--- src/rtl/spidlg_tx.sv ---
// DLG2416 serial transmitter: shifts {Cmd,Data} MSB-first on Dclk/Din, then pulses Dlatch, then idles for a gap.
// Accept to Ready takes 18*CLK_DIV+LATCH_CYCLES+GAP_CYCLES+1 cycles; Ready is low for the whole frame, so Valid waits.
module spidlg_tx #(
  parameter int CLK_DIV      = 4,
  parameter int LATCH_CYCLES = 2,
  parameter int GAP_CYCLES   = 4
) (
  input  logic       Clk,
  input  logic       Rst_n,
  input  logic [1:0] Cmd,
  input  logic [6:0] Data,
  input  logic       Valid,
  output logic       Ready,
  output logic       Dclk,
  output logic       Din,
  output logic       Dlatch,
  output logic       Done
);

  localparam int DW   = $clog2(CLK_DIV) + 1;
  localparam int PMAX = (LATCH_CYCLES > GAP_CYCLES) ? LATCH_CYCLES : GAP_CYCLES;
  localparam int PW   = $clog2(PMAX) + 1;

  localparam logic [DW-1:0] DIV_LAST   = DW'(CLK_DIV - 1);
  localparam logic [PW-1:0] LATCH_LAST = PW'(LATCH_CYCLES - 1);
  localparam logic [PW-1:0] GAP_LAST   = PW'(GAP_CYCLES - 1);

  typedef enum logic [2:0] {
    IDLE,
    SHIFT_LO,
    SHIFT_HI,
    LATCH,
    GAP
  } state_t;

  state_t          state, state_nxt;
  logic [8:0]      sr, sr_nxt;
  logic [3:0]      bit_cnt, bit_cnt_nxt;
  logic [DW-1:0]   div_cnt;
  logic [PW-1:0]   ph_cnt;
  logic            run;
  logic            div_last;

  assign div_last = (div_cnt == DIV_LAST);

  // run stays low through the edge that releases reset, so a Valid present then is not taken
  always_ff @(posedge Clk or negedge Rst_n) begin
    if (!Rst_n) begin
      state   <= IDLE;
      sr      <= '0;
      bit_cnt <= '0;
      div_cnt <= '0;
      ph_cnt  <= '0;
      run     <= 1'b0;
    end else begin
      state   <= state_nxt;
      sr      <= sr_nxt;
      bit_cnt <= bit_cnt_nxt;
      run     <= 1'b1;
      if (state_nxt != state) begin
        div_cnt <= '0;
        ph_cnt  <= '0;
      end else begin
        if (state == SHIFT_LO || state == SHIFT_HI) div_cnt <= div_cnt + 1'b1;
        if (state == LATCH || state == GAP)         ph_cnt  <= ph_cnt + 1'b1;
      end
    end
  end

  always_comb begin
    state_nxt   = state;
    sr_nxt      = sr;
    bit_cnt_nxt = bit_cnt;
    Ready       = 1'b0;
    Dclk        = 1'b0;
    Din         = 1'b0;
    Dlatch      = 1'b0;
    Done        = 1'b0;
    case (state)
      IDLE: begin
        Ready = 1'b1;
        if (Valid && run) begin
          sr_nxt      = {Cmd, Data};
          bit_cnt_nxt = '0;
          state_nxt   = SHIFT_LO;
        end
      end
      SHIFT_LO: begin
        Din = sr[8];
        if (div_last) state_nxt = SHIFT_HI;
      end
      SHIFT_HI: begin
        Dclk = 1'b1;
        Din  = sr[8];
        if (div_last) begin
          if (bit_cnt == 4'd8) begin
            state_nxt = LATCH;
          end else begin
            // next bit appears together with the falling Dclk
            sr_nxt      = {sr[7:0], 1'b0};
            bit_cnt_nxt = bit_cnt + 4'd1;
            state_nxt   = SHIFT_LO;
          end
        end
      end
      LATCH: begin
        Dlatch = 1'b1;
        if (ph_cnt == LATCH_LAST) state_nxt = GAP;
      end
      GAP: begin
        if (ph_cnt == GAP_LAST) begin
          Done      = 1'b1;
          state_nxt = IDLE;
        end
      end
      default: state_nxt = IDLE;
    endcase
  end

endmodule

--- config.mk ---
export PLATFORM = sky130hd
export DESIGN_NAME = spidlg_tx
export DESIGN_NICKNAME = d
export VERILOG_FILES = /design/src/rtl/spidlg_tx.sv
export SDC_FILE = /design/constraint.sdc
export NUM_CORES = 1
export LEC_CHECK = 0
export CORE_ASPECT_RATIO = 0.6
export CORE_MARGIN = 3
export CORE_UTILIZATION = 49
export DETAILED_ROUTE_END_ITERATION = 8
export GPL_ROUTABILITY_DRIVEN = 1
export PLACE_DENSITY = 0.83
export REMOVE_ABC_BUFFERS = 1
export SYNTH_ARGS = -nofsm -noshare
export SYNTH_HDL_FRONTEND = slang
export SYNTH_SLANG_ARGS = --single-unit
--- constraint.sdc ---
create_clock -name Clk -period 1.7 [get_ports Clk]
set_input_delay 0.17 -clock Clk [delete_from_list [all_inputs] [get_ports Clk]]
set_output_delay 0.17 -clock Clk [all_outputs]
set_load 0.01 [all_outputs]
==> qor.yml <==
synth_top_area_share_pct: 42.63
drive_above_1_share_pct: 25.42
fin_ws_ps: -4.603
dieWidth_um: 73.77
synthCells: 144
startpoint_type: "flop"
grt_usage_pct: 20.71
clock_skew_ps: 8.693
critical_path.max_fanout: 10
numCtsBuffers: 3
fp.dieH_um: 46.66
initial_utilization_pct: 52.79
dieArea_um2: 3442
core-area_um2: 2557
gp_congestion: 0.7542
antenna_found_initial: 0
netlist_top_cells_area: "dfrtp_1 43%, ha_1 7.4%, nand2_1 5.8%"
timing.reg2reg.setup_slack_ps: -5
rr_worst_depth: 6
fin_crit_sh_pct: 100.3
leakagePower_nw: 0.8082
avgSynthCellArea_um2: 9.375
route.detailed.drc: 0
ios: 17
cp.required_ps: 1850
ant_nets: 0
postSynthRegisterBits: 23
drtIter0Drc: 38
wire_per_inst_um: 16.42
vias_per_cell: 5.732
violations: "negative setup slack"
grt_pass1_vias: 1159
fin_tns_setup_ps: -4.603
hp-class: "in -> async"
yosysUniqueCellTypes: 40
pre_cts_ws_ps: -73.11
hpwlAfterDp_um: 2128
whs_ps: 242.0
diodes: 0
finalHoldViolCount: 0
yosysTopAreaCell: "dfrtp_1"
clk_pin_slew_worst_paths_ps: 80
final_util_pct: 69.47
overflow: 0
synth_warnings: 0
ys.flop_type: "dfrtp_1"
netlist_area_um2: 1350
vdd_drop_max_v: 0.001038
rsz0062_at_grt: "true"
clock_latency_ps: 270
period_needed_ps: 1705
seq_area_frac_synth_pct: 42.63
max-cap-violations: 0
dp_cells: 192
crit_type: "reg -> reg"
r2r-start: "div_cnt[0]"
nets: 198
slew_violations: 0
outcome: "finished with violations"
grt_max_degree: 24
r2r_end: "bit_cnt[1]"
htree_levels: 1
vias: 1198
cts_tree: "yes"
async_flop_share_pct: 100.0
arrival_ps: 1860
clock_sinks: 23
worstSetupEndpointType: "flop"
setup_viol: 1
syn_to_final_growth_pct: 31.60
fmax_ghz: 0.5866
stdcell_count: 209
grt_pass1_wl_um: 5382
first_pass_iters: 4
port_buffers: 16
ctsLongestPathBuffers: 2
routed_wl_um: 3431
synth_edf_count: 0
cts_root_buffer: "clkbuf_8"
num_rows: 14
power_density_nw_per_um2: 1602
## cell usage in the layout (no fill, tap or decap), types with 2 or more instances in the layout
master and n:
a21oi_1 4, ha_4 2, o31ai_1 2, mux2i_1 2
clkbuf_8 3, nand2_1 21, o22ai_1 8, clkdlybuf4s50_1 11
nand3b_1 2, buf_4 19, xnor2_1 3, dfrtp_1 23
nor3_1 4, nor2_1 12, ha_1 5, o21ai_0 12
buf_6 2, a211oi_2 2, clkbuf_2 3, inv_1 8
a21o_1 2, dlygate4sd2_1 2
## power breakdown
part	switching, mW	leakage (nW)	internal (mW)	total [mW]
Clock	0.173	0.0255	0.164	0.336
Sequential	0.163	0.287	0.775	0.938
Combinational	0.826	0.495	0.747	1.57
## synth_stat cells (2+ instances only)
master    instances
nand2_1          21
nor2_1           12
a211oi_2          2
buf_4             2
inv_1             8
buf_2             4
nor3_1            4
o21ai_0          12
mux2i_1           2
xnor2_1           3
clkbuf_1          2
o31ai_1           2
nand3b_1          2
a21oi_1           4
dfrtp_1          23
ha_1              8
nor2b_1           2
o22ai_1           8
a21o_1            2
## sequential cells by signal, indices dropped and copies added (netlist names)
name     count
sr           9
bit_cnt      4
div_cnt      3
ph_cnt       3
state        3
run          1
## per-layer routing
layer | wire (um) | global-route usage (%) | up-vias
met2 | 1703 | 34.33 | 42
met5 | 0 | 0 | -
li1 | - | - | 566
met3 | 170 | 4.357 | 8
met1 | 1478 | 26.60 | 582
met4 | 78 | 8.664 | 0
## cell type report
| cell class | count | area, um2 |
|---|---|---|
| Fill cell | 169 | 780.7 |
| Multi-Input combinational cell | 104 | 757.0 |
| Sequential cell | 23 | 575.6 |
| Timing Repair Buffer | 38 | 327.8 |
| Clock buffer | 3 | 41.29 |
| Tap cell | 32 | 40.04 |
| Inverter | 8 | 30.03 |
| Clock inverter | 1 | 5.005 |
## cells by family after synthesis
kind of cell,synth area share (%)
other,0.2778
xor gates and xnor gates,2.595
and+or+nand+nor,18.07
buffers and inverters,6.209
AOI/OAI and AO/OA,21.32
muxes,1.483
adders and majority gates,7.415
DFF,42.63
## repair_timing
item	CTS	global route
pin swaps	5	4
endpoints found under the setup margin	23	16
hold buffers	0	0
buffers inserted	7	5
gates cloned	0	1
resized for setup	14	15
## worst max-delay path by stage
| stage | from | to | slack (ps) | cells after the start |
|---|---|---|---|---|
| CTS | ph_cnt[0] | ph_cnt[2] | 0.04 | 6 |
| global route | div_cnt[1] | sr[4] | -50 | 7 |
| detailed placement | div_cnt[0] | div_cnt[2] | -70 | 6 |
| floorplan | div_cnt[0] | bit_cnt[1] | -420 | 5 |
| finish | div_cnt[0] | bit_cnt[1] | -5 | 6 |
| global placement | div_cnt[0] | div_cnt[2] | 10 | 6 |
## metrics by stage
step                area (um2)  power, mW
finish                    1777      2.847
global route              1777      3.047
CTS                       1718      2.718
detailed placement        1577      2.244
global placement          1577      2.157
floorplan                 1296      1.769
## critical path, stage by stage (launching register included)
cell      delay (ps)
dfrtp_1          420
ha_4             180
ha_4             160
and4bb_2         260
a32oi_2          230
buf_4            220
o21ai_0          110
(Power assumes the default switching activity.)
